### src/rtl/divider_controller.sv
// Sequencing controller around an unsigned 32/16 iterative divider core: it takes the
// magnitudes, waits out the core's iterations and applies sign, overflow and zero-divisor fixups.
module divider_controller #(
  parameter int unsigned DIV_CYCLES = 32
) (
  input  logic        clock,
  input  logic        reset,
  input  logic        in_valid,
  output logic        in_ready,
  input  logic        in_signed,
  input  logic [31:0] in_dividend,
  input  logic [15:0] in_divisor,
  output logic        div_init,
  output logic [31:0] div_dividend,
  output logic [15:0] div_divisor,
  input  logic [31:0] div_quotient,
  input  logic [15:0] div_remainder,
  output logic        out_valid,
  input  logic        out_ready,
  output logic [31:0] out_quotient,
  output logic [15:0] out_remainder,
  output logic        out_div_by_zero,
  output logic        out_overflow
);

  localparam int unsigned CntW = (DIV_CYCLES > 1) ? $clog2(DIV_CYCLES) : 1;
  localparam logic [CntW-1:0] CntLast = CntW'(DIV_CYCLES - 1);

  typedef enum logic [2:0] {StIdle, StLoad, StRun, StFix, StDone} state_e;

  state_e          state_q, state_d;
  logic [CntW-1:0] cnt_q, cnt_d;
  logic            signed_q, signed_d;
  logic            dvd_neg_q, dvd_neg_d;
  logic            dvs_neg_q, dvs_neg_d;
  logic            ovf_case_q, ovf_case_d;
  logic            div_init_q, div_init_d;
  logic [31:0]     div_dividend_q, div_dividend_d;
  logic [15:0]     div_divisor_q, div_divisor_d;
  logic            out_valid_q, out_valid_d;
  logic [31:0]     out_quotient_q, out_quotient_d;
  logic [15:0]     out_remainder_q, out_remainder_d;
  logic            out_dbz_q, out_dbz_d;
  logic            out_ovf_q, out_ovf_d;

  logic [31:0]     dvd_mag;
  logic [15:0]     dvs_mag;

  // Magnitudes of the incoming operands; raw values in unsigned mode.
  always_comb begin
    dvd_mag = (in_signed && in_dividend[31]) ? (32'd0 - in_dividend) : in_dividend;
    dvs_mag = (in_signed && in_divisor[15])  ? (16'd0 - in_divisor)  : in_divisor;
  end

  always_comb begin
    state_d         = state_q;
    cnt_d           = cnt_q;
    signed_d        = signed_q;
    dvd_neg_d       = dvd_neg_q;
    dvs_neg_d       = dvs_neg_q;
    ovf_case_d      = ovf_case_q;
    div_init_d      = 1'b0;
    div_dividend_d  = div_dividend_q;
    div_divisor_d   = div_divisor_q;
    out_valid_d     = out_valid_q;
    out_quotient_d  = out_quotient_q;
    out_remainder_d = out_remainder_q;
    out_dbz_d       = out_dbz_q;
    out_ovf_d       = out_ovf_q;

    unique case (state_q)
      StIdle: begin
        if (in_valid) begin
          signed_d   = in_signed;
          dvd_neg_d  = in_signed & in_dividend[31];
          dvs_neg_d  = in_signed & in_divisor[15];
          ovf_case_d = in_signed && (in_dividend == 32'h8000_0000) && (in_divisor == 16'hFFFF);
          if (in_divisor == 16'd0) begin
            // Zero divisor skips the core entirely and answers on the accept edge.
            state_d         = StDone;
            out_valid_d     = 1'b1;
            out_quotient_d  = 32'hFFFF_FFFF;
            out_remainder_d = in_dividend[15:0];
            out_dbz_d       = 1'b1;
            out_ovf_d       = 1'b0;
          end else begin
            state_d        = StLoad;
            div_init_d     = 1'b1;
            div_dividend_d = dvd_mag;
            div_divisor_d  = dvs_mag;
          end
        end
      end
      StLoad: begin
        state_d = StRun;
        cnt_d   = '0;
      end
      StRun: begin
        if (cnt_q == CntLast) begin
          state_d = StFix;
        end else begin
          cnt_d = cnt_q + 1'b1;
        end
      end
      StFix: begin
        state_d     = StDone;
        out_valid_d = 1'b1;
        out_dbz_d   = 1'b0;
        if (ovf_case_q) begin
          out_quotient_d  = 32'h8000_0000;
          out_remainder_d = 16'd0;
          out_ovf_d       = 1'b1;
        end else begin
          out_quotient_d  = (signed_q && (dvd_neg_q ^ dvs_neg_q)) ?
                            (32'd0 - div_quotient) : div_quotient;
          out_remainder_d = (signed_q && dvd_neg_q) ? (16'd0 - div_remainder) : div_remainder;
          out_ovf_d       = 1'b0;
        end
      end
      StDone: begin
        if (out_ready) begin
          state_d     = StIdle;
          out_valid_d = 1'b0;
        end
      end
      default: begin
        state_d = StIdle;
      end
    endcase
  end

  always_ff @(posedge clock or posedge reset) begin
    if (reset) begin
      state_q         <= StIdle;
      cnt_q           <= '0;
      signed_q        <= 1'b0;
      dvd_neg_q       <= 1'b0;
      dvs_neg_q       <= 1'b0;
      ovf_case_q      <= 1'b0;
      div_init_q      <= 1'b0;
      div_dividend_q  <= '0;
      div_divisor_q   <= '0;
      out_valid_q     <= 1'b0;
      out_quotient_q  <= '0;
      out_remainder_q <= '0;
      out_dbz_q       <= 1'b0;
      out_ovf_q       <= 1'b0;
    end else begin
      state_q         <= state_d;
      cnt_q           <= cnt_d;
      signed_q        <= signed_d;
      dvd_neg_q       <= dvd_neg_d;
      dvs_neg_q       <= dvs_neg_d;
      ovf_case_q      <= ovf_case_d;
      div_init_q      <= div_init_d;
      div_dividend_q  <= div_dividend_d;
      div_divisor_q   <= div_divisor_d;
      out_valid_q     <= out_valid_d;
      out_quotient_q  <= out_quotient_d;
      out_remainder_q <= out_remainder_d;
      out_dbz_q       <= out_dbz_d;
      out_ovf_q       <= out_ovf_d;
    end
  end

  // Gated by reset so the port drops the instant reset asserts.
  assign in_ready        = (state_q == StIdle) && !reset;
  assign div_init        = div_init_q;
  assign div_dividend    = div_dividend_q;
  assign div_divisor     = div_divisor_q;
  assign out_valid       = out_valid_q;
  assign out_quotient    = out_quotient_q;
  assign out_remainder   = out_remainder_q;
  assign out_div_by_zero = out_dbz_q;
  assign out_overflow    = out_ovf_q;

endmodule
### config.mk
export PLATFORM = sky130hd
export DESIGN_NAME = divider_controller
export DESIGN_NICKNAME = d
export VERILOG_FILES = /design/src/rtl/divider_controller.sv
export SDC_FILE = /design/constraint.sdc
export NUM_CORES = 1
export LEC_CHECK = 0
export CAP_MARGIN = 20
export CORE_ASPECT_RATIO = 0.5
export CORE_MARGIN = 2
export CORE_UTILIZATION = 40
export CTS_BUF_LIST = sky130_fd_sc_hd__clkbuf_2
export CTS_CLUSTER_SIZE = 14
export DETAILED_ROUTE_END_ITERATION = 10
export DONT_BUFFER_PORTS = 1
export MAX_ROUTING_LAYER = met4
export PLACE_DENSITY = 0.53
export SETUP_SLACK_MARGIN = 0.02
export SLEW_MARGIN = 20
export SYNTH_ARGS = -nofsm -noshare
export SYNTH_HDL_FRONTEND = slang
export SYNTH_SLANG_ARGS = --single-unit
### constraint.sdc
create_clock -name clock -period 3.1 [get_ports clock]
set_input_delay 0.31 -clock clock [delete_from_list [all_inputs] [get_ports clock]]
set_output_delay 0.31 -clock clock [all_outputs]
set_load 0.02 [all_outputs]
### After elaboration in Yosys (flattened, before gate mapping)

Index checks and enable logic that the tools add are counted.

* logic and storage cells: 85
* bits of input ports: 101
* output and inout bits: 101
* register bits after elaboration: 112

* muxes and demuxes: 31
* $add $sub $neg: 5
* equal/unequal tests: 12
* reduce and logical (&&, ||, !) cells: 19
* bitwise logic cells: 4

Operator list (count)
* $mux 32: 5
* $mux 16: 5
* $pmux 32 s2: 1
* $sub 1x32->32 const A: 2
* $eq 32x32->1 const B: 1
* $pmux 16 s2: 1
* $sub 1x16->16 const A: 2
* $eq 16x16->1 const B: 1
* $logic_not 16->1: 1
* $pmux 3 s5: 1
* $mux 3: 4
* $ne 2x2->1 const B: 5
* $pmux 5 s2: 1
* $mux 1: 9
* $reduce_and 3->1: 3
* $logic_and 1x1->1: 7
* $eq 3x2->1 const B: 2
* $add 5x1->5 const B: 1
* $eq 5x5->1 const B: 1
* $mux 5: 1
* $pmux 1 s2: 2
* $reduce_and 2->1: 2
* $reduce_and 4->1: 1
* $reduce_bool 2->1: 2
* 9 further kinds: 10

### Longest topological paths before layout

Gate-level depths: netlist (run 1).

* word-level depth: 5
* mapped depth: 9
* mapped depth without buffers: 8

### Worst setup path before layout (run 1)

OpenSTA, ideal clock, no wires.

* path kind: input to register
* start point: input port in_dividend[0]
* end point: register div_dividend_q[29], in the netlist div_dividend[29]
* arrival time: 2.161 ns
* library setup time: 0.066 ns
* stages on the path: 6
* slack: 0.873 ns
* required time: 3.034 ns
* path buffers: 1
* cell sequence: or4_4 or4_4 buf_6 nor4_2 mux2_2 nand2_1

* word-level cells in the longest chain between the ends: 2

RTL lines
* start, declared: line 11 `input logic [31:0] in_dividend,`
* $sub 1x32->32: line 51 `dvd_mag = (in_signed && in_dividend[31]) ? (32'd0 - in_dividend) : in_dividend;`
* $mux 32: line 51
* end signal, assigned: line 156 `div_dividend_q <= div_dividend_d;`
* end, declared: line 38 `logic [31:0] div_dividend_q, div_dividend_d;`

Every way passes these cells.
A chain may end at the register's enable or synchronous reset.

### Final worst setup path (run 1)

* start point: input port in_divisor[0]
* end point: register out_remainder_q[14], in the netlist out_remainder[14]

* word-level cells in the longest chain between the ends: 3

RTL lines
* start, declared: line 12 `input logic [15:0] in_divisor,`
* $logic_not 16->1: line 78 `if (in_divisor == 16'd0) begin`
* $ne 2x2->1 (no line)
* $reduce_and 3->1 (no line)
* end signal, assigned: line 160 `out_remainder_q <= out_remainder_d;`
* end, declared: line 42 `logic [15:0] out_remainder_q, out_remainder_d;`

Every way passes these cells.

==> summary.md, run 1 <==
| Metric | Value |
|---|---|
| Row Count | `33` |
| Diode count | `0` |
| Setup Viol. Count Final | `0` |
| Initial antenna violation count | `0` |
| Routed Antenna Nets | `0` |
| Via density | `5.607` |
| Post-synthesis cell type count | `59` |
| Clk Tree Root Cell | `clkbuf_2` |
| Routed vias | `6,263` |
| Syn Nets | `892` |
| Post-synth EDFFs | `0` |
| Fin. max-slew vios | `0` |
| DRC Markers | `0` |
| P_int | `approximately 3.3 mW` |
| CTS Sinks | `~110` |
| Clock slew seen by the registers of the worst setup and hold paths | `0.31 ns` |
| Sequential-to-total area share from yosys stat | `0.4131` |
| PD cells | `753.0 nW/um2` |
| Final TNS setup | `0 ns` |
| Worst path bufs/invs | `4` |
| CP Launch Type | `input pin` |
| Gr usage total | `0.2519` |
| Slowest stage cell on the critical path | `dlygate4sd3_1` |
| Total CTS buffers | `9` |
| Post-synthesis async set-or-reset flop share | `1.000` |
| Unrepaired setup endpoints after global routing | `no` |
| Data arrival, critical path | `around 3.5 ns` |
| DRC marker count from the first detailed-route iteration | `323` |
| First-pass GRT wire length | `roughly 35,000 um` |
| Post-Syn Area | `6784 um2` |
| Die Y | `96.09 um` |
| Warnings, synthesis | `0` |
| P_leak | `3.304 nW` |
| Drt pass-1 iters | `5` |
| Syn avg cell area | `8.653 um2` |
| Area leader, netlist | `dfrtp_1` |
| Total wire length | `21,600 um` |
| CTS tree | `done` |
| Flop pwr share | `0.550` |
| Ys flop type | `dfrtp_1` |
| Top delay family on crit path | `buffers and inverters` |
| Final GP Congestion | `0.8748` |
| Switch share | `0.4800` |
| Worst hold path type | `in -> reg` |
| Syn-to-layout area delta | `23.20%` |
| Crit path largest cell delay | `approximately 0.58 ns` |
| Largest net degree at the start of global routing | `53` |
| Area of the core | `16,470 um2` |
| Post-route non-filler standard cell count | `~1,100` |
| Clk_lat worst skew | `0.65 ns` |
| Post-synthesis register bit count | `112` |
| Nets@finish | `994` |
| Logic pwr share | `0.338` |
| VDD IR-drop max | `about 380 uV` |
| Clock share of power | `0.112` |
| Worst Path Required | `approximately 3.7 ns` |
| Actual slew at the worst max-slew pin | `0.9653 ns` |
| Top cell by count, worst path | `dlygate4sd3_1` |
| Max cap viols | `0` |
| Worst setup path class | `in -> reg` |
| Max-slew headroom | `0.3551` |
| Max FO, Critical Path | `42` |
| GRT Residual Overflow | `0` |
| DIE WIDTH | `188.2 um` |
| Post-CTS sizing | `0` |
| Placed Cells | `980` |
| CTS H-tree depth | `3` |
| Die footprint | `18,080 um2` |
| I/O Buffers | `0` |
| Critical-path cell list | `dlygate4sd3_1, inv_1, ha_1, nor4b_1, nand4_1, o21ai_4, buf_4, nand3_1, o211ai_1, dlygate4sd3_1` |
| Ranking of synthesized cells by area | `dfrtp_1, o21ai_0, nand2_1` |
| Clock Skew | `around 0.046 ns` |
| Synth Instances | `784` |
| I/O Pins | `202` |
| Net switching power | `3.021 mW` |
| DPL Wire Length | `14,280 um` |
| Share of cells above drive strength 1 | `0.05169` |
| WL/cell | `19.34 um` |
| Tmin final | `approximately 2.9 ns` |
| Fmax | `between 0.3 and 0.4 GHz` |
| Longest Clk Path Bufs | `2` |
| Postcts setup bufs | `0` |
| Vias in the first global route | `6,304` |
| Initial core utilization | `0.4118` |
| Outcome | `finished clean` |
| Fill cell count | `1,557` |
| Final hold violations | `0` |
| Yosys top cell area share | `0.4131` |
| CP Capture Type | `flop` |
| Post-synth top cells | `dfrtp_1, nand2_1, o21ai_0` |
| WHS | `around 0.057 ns` |
| Period utilisation layout | `0.9509` |
| Most frequent cell after synthesis | `dfrtp_1` |
==> flip-flops by register name, summed over array words and instances, names as in the netlist <==
signal / count
out_div_by_zero: 1
dvs_neg_q: 1
out_valid: 1
out_quotient: 32
ovf_case_q: 1
signed_q: 1
div_dividend: 32
out_overflow: 1
dvd_neg_q: 1
state_q: 3
div_divisor: 16
cnt_q: 5
div_init: 1
out_remainder: 16
==> kinds of logic (layout without fill, tap and decap cells) <==
| group | count (synthesis) | after routing | synth area share |
|---|---|---|---|
| and+or+nand+nor | 302 | 302 | 0.2189 |
| AOI/OAI and AO/OA | 217 | 217 | 0.2058 |
| DFF | 112 | 112 | 0.4131 |
| xor gates and xnor gates | 63 | 63 | 0.08134 |
| buffers and inverters | 61 | 167 | 0.03523 |
| muxes | 22 | 22 | 0.03264 |
| adders and majority gates | 7 | 7 | 0.01291 |
==> repair_timing <==
item                       4_1_cts  5_1_grt
hold endpoints to repair       139        0
hold buffers                   122        0
setup endpoints to repair        0        0
==> per-stage QoR <==
stage	area (um2)	total power [mW]	util	worst slack, ns
2_1_floorplan	6788	4.763	-	0.8730
3_3_place_gp	7029	5.276	0.4267	0.7277
3_5_place_dp	7029	5.320	0.4267	0.6733
4_1_cts	8358	6.330	0.5073	0.2530
5_1_grt	8358	6.792	0.5073	0.02821
6_report	8358	6.294	0.5073	0.1521
==> cell type report <==
class                      instances  area [um2]  share of cell area
inverter                          15       60.06            0.007186
clock inverter                     5       57.56            0.006886
multi-input combinational        611        3757              0.4496
tap                              227       284.0             0.03398
timing repair buffer             137        1346              0.1611
clock buffer                      10       50.05            0.005988
sequential                       112        2803              0.3353
==> metal layers <==
metal  wire length (um)  GRT usage  vias up
met5                  0          -        -
met4                241    0.05184        0
met3               1606    0.07145       20
met2               9688     0.3911      190
met1              10070     0.3310     3028
li1                   -          -     3025
==> worst reg2reg max path: cells and delay by family, from the launching register on <==
| kind | cells | cell delay [ns] |
|---|---|---|
| buffers and inverters | 2 | 1.02 |
| and+or+nand+nor | 3 | 0.67 |
| DFF | 1 | 0.61 |
| AOI/OAI and AO/OA | 2 | 0.33 |
==> path summary, 6_finish.rpt <==
path | slack (ns) | endpoint | from | cells past startpoint
min in group asynchronous | 0.30 | cnt_q[0] | reset | 2
max in group asynchronous | 1.95 | div_dividend[19] | reset | 3
max reg2reg | 0.39 | out_remainder[14] | state_q[0] | 7
min reg2reg | 0.57 | cnt_q[4] | cnt_q[4] | 2
max | 0.15 | out_remainder[14] | in_divisor[0] | 10
min | 0.06 | div_divisor[9] | in_divisor[7] | 4
==> power by group through the flow <==
stage	logic [mW]	registers [mW]	clock network, mW
6_report	2.13	3.46	0.704
5_1_grt	2.44	3.57	0.788
4_1_cts	2.11	3.48	0.739
3_5_place_dp	1.82	3.51	0
3_3_place_gp	1.77	3.50	0
2_1_floorplan	1.53	3.24	0
==> cell usage in the layout, fill, tap and decap left out, types with 3 or more instances in the layout <==
| cell | Yosys | final |
|---|---|---|
| nand4_1 | 7 | 7 |
| nand2b_1 | 20 | 20 |
| and2_1 | 5 | 5 |
| o41ai_2 | 3 | 3 |
| xnor2_1 | 26 | 26 |
| mux2i_1 | 21 | 21 |
| o22a_1 | 3 | 3 |
| clkinvlp_4 | 0 | 3 |
| buf_4 | 0 | 14 |
| o41ai_1 | 10 | 10 |
| nand3_1 | 9 | 9 |
| o21a_1 | 9 | 9 |
| xor2_1 | 37 | 37 |
| nor4_1 | 15 | 15 |
| a221oi_1 | 5 | 5 |
| nor3_1 | 20 | 20 |
| a221o_1 | 6 | 6 |
| dfrtp_1 | 112 | 112 |
| ha_1 | 7 | 7 |
| a41oi_1 | 3 | 3 |
| o21ai_0 | 98 | 98 |
| or4_1 | 10 | 10 |
| clkbuf_2 | 1 | 10 |
| nor2_1 | 73 | 73 |
| a31oi_1 | 17 | 17 |
| a21oi_1 | 25 | 25 |
| o31ai_1 | 17 | 17 |
| nor2b_1 | 3 | 3 |
| inv_1 | 14 | 13 |
| and3_1 | 5 | 5 |
| dlygate4sd3_1 | 0 | 122 |
| nor4b_1 | 3 | 3 |
| or3_1 | 12 | 12 |
| o211ai_1 | 6 | 6 |
| nand2_1 | 106 | 105 |
Note: power is estimated with default switching activity, not from simulation.
==> inputs of run 2 (changes only) <==
==> constraint.sdc (replaced) <==
create_clock -name clock -period 3.1 [get_ports clock]
set_input_delay 0.465 -clock clock [delete_from_list [all_inputs] [get_ports clock]]
set_output_delay 0.465 -clock clock [all_outputs]
set_load 0.02 [all_outputs]
==> run 2 against run 1 <==
  * Clock-buffer cell count unchanged
  * Critical path depth unchanged
  * Combinational power decreased by 8%
  * Setup slack improved by 0.070 ns
  * Via count decreased by 3.1%
  * First-iteration DRC count increased by 5.6%
  * Largest power group unchanged
  * Clock power decreased by 3%
  * Total power decreased by 3.1%
  * Non-clock buffer count decreased by 45
  * Critical path type unchanged
  * Global-route usage decreased by 1.5 points
  * Core utilization decreased by 2.6 points
==> summary.md, run 2 (synthesized netlist as in run 1, its figures left out) <==
| Metric | Value |
|---|---|
| Hold_buf cts | `70` |
| Final hold violations | `0` |
| CP Capture Type | `flop` |
| Routed Antenna Nets | `0` |
| WL/cell | `19.29 um` |
| Worst Path Required | `3.64 ns` |
| Largest net degree at the start of global routing | `83` |
| Final TNS setup | `0 ns` |
| VDD IR-drop max | `about 340 uV` |
| Max-slew headroom | `0.4163` |
| Final GP Congestion | `0.8710` |
| I/O Buffers | `0` |
| Util after Layout | `0.4816` |
| Clock Skew | `0.02348 ns` |
| Share of cells above drive strength 1 | `0.05437` |
| Initial core utilization | `0.4118` |
| Outcome | `finished clean` |
| Syn-to-layout area delta | `16.95%` |
| DIE WIDTH | `188.2 um` |
| Fmax | `approximately 0.35 GHz` |
| I/O Pins | `between 200 and 250` |
| Routed vias | `a little over 6,000` |
| Max cap viols | `0` |
| P_leak | `roughly 3.1 nW` |
| Setup Viol. Count Final | `0` |
| Fin. max-slew vios | `0` |
| Period utilisation layout | `0.9284` |
| DPL Wire Length | `14,280 um` |
| Data arrival, critical path | `3.42 ns` |
| DRC Markers | `0` |
| Post-CTS sizing | `0` |
| Area of the core | `~16,000 um2` |
| Gr usage total | `0.2371` |
| Actual slew at the worst max-slew pin | `0.8675 ns` |
| Initial antenna violation count | `0` |
| Drt pass-1 iters | `4` |
| CP Launch Type | `input pin` |
| PD cells | `768.8 nW/um2` |
| CTS Sinks | `112` |
| Vias in the first global route | `5,893` |
| Unrepaired setup endpoints after global routing | `no` |
| Die footprint | `18,080 um2` |
| Worst hold path type | `in -> reg` |
| Row Count | `33` |
| CTS H-tree depth | `3` |
| Diode count | `0` |
| Nets@finish | `about 950` |
| Most frequent cells in the layout | `dfrtp_1, nand2_1, o21ai_0` |
| Via density | `5.655` |
| Total wire length | `20,700 um` |
| Worst setup path class | `in -> reg` |
| Clk Tree Root Cell | `clkbuf_2` |
| Die Y | `96.09 um` |
| First-pass GRT wire length | `roughly 33,000 um` |
| CTS tree | `done` |
| Most common cell after layout, fill and taps aside | `dfrtp_1` |
| Tmin final | `between 2 and 3 ns` |
| Clock slew seen by the registers of the worst setup and hold paths | `0.29 ns` |
| Postcts setup bufs | `0` |
| GRT Residual Overflow | `0` |
| Clk_lat worst skew | `roughly 0.61 ns` |
| DRC marker count from the first detailed-route iteration | `roughly 340` |
| Longest Clk Path Bufs | `2` |
| Total CTS buffers | `9` |
| Max FO, Critical Path | `17` |
## run 2: metal layers
layer  share of wire  track usage
met1            0.47       0.3173
met2            0.43       0.3570
met3           0.085      0.07546
met4          0.0079      0.04068
met5               0            -
## run 2: worst paths after layout
check,slack (ns),cells after the start,startpoint,end
setup / recovery,0.22,10,in_divisor[0],div_dividend[31]
hold / removal,0.06,3,div_quotient[20],out_quotient[20]
setup reg to reg,0.42,5,state_q[0],out_remainder[0]
hold reg to reg,0.57,2,cnt_q[4],cnt_q[4]
max in group asynchronous,1.79,3,reset,div_dividend[26]
min in group asynchronous,0.39,2,reset,out_valid
## run 2: cell type report
type / instances / area, um2
Inverter: 15 / 60.06
Fill cell: 1590 / 8541
Timing Repair Buffer: 92 / 920.9
Sequential cell: 112 / 2803
Multi-Input combinational cell: 611 / 3757
Clock inverter: 6 / 58.81
Tap cell: 227 / 284.0
Clock buffer: 10 / 50.05
## run 2: per-stage QoR
stage	hold WS [ns]	total power, mW	std cells	cell area [um2]	setup WS (ns)
floorplan	0.4692	4.763	784	6788	0.7180
global placement	0.4848	5.314	980	7054	0.5797
detailed placement	0.4976	5.360	980	7054	0.5738
CTS	0.001238	6.176	1066	7864	0.3105
global route	0.004217	6.594	1073	7934	0.07044
finish	0.06316	6.099	1073	7934	0.2219
## run 2: power by group
part           internal (mW)  switching [mW]  total, mW
combinational          0.863            1.10       1.96
sequential              2.11            1.34       3.46
clock                  0.186           0.498      0.684
## run 2: critical path, cell delays in order
cell           delay, ns
dlygate4sd3_1       0.54
inv_1               0.09
ha_1                0.24
nor4b_1             0.34
nand4_1             0.42
nand2_2             0.45
inv_1               0.16
nand3_1             0.11
dlygate4sd3_1       0.55
nand2_1             0.05
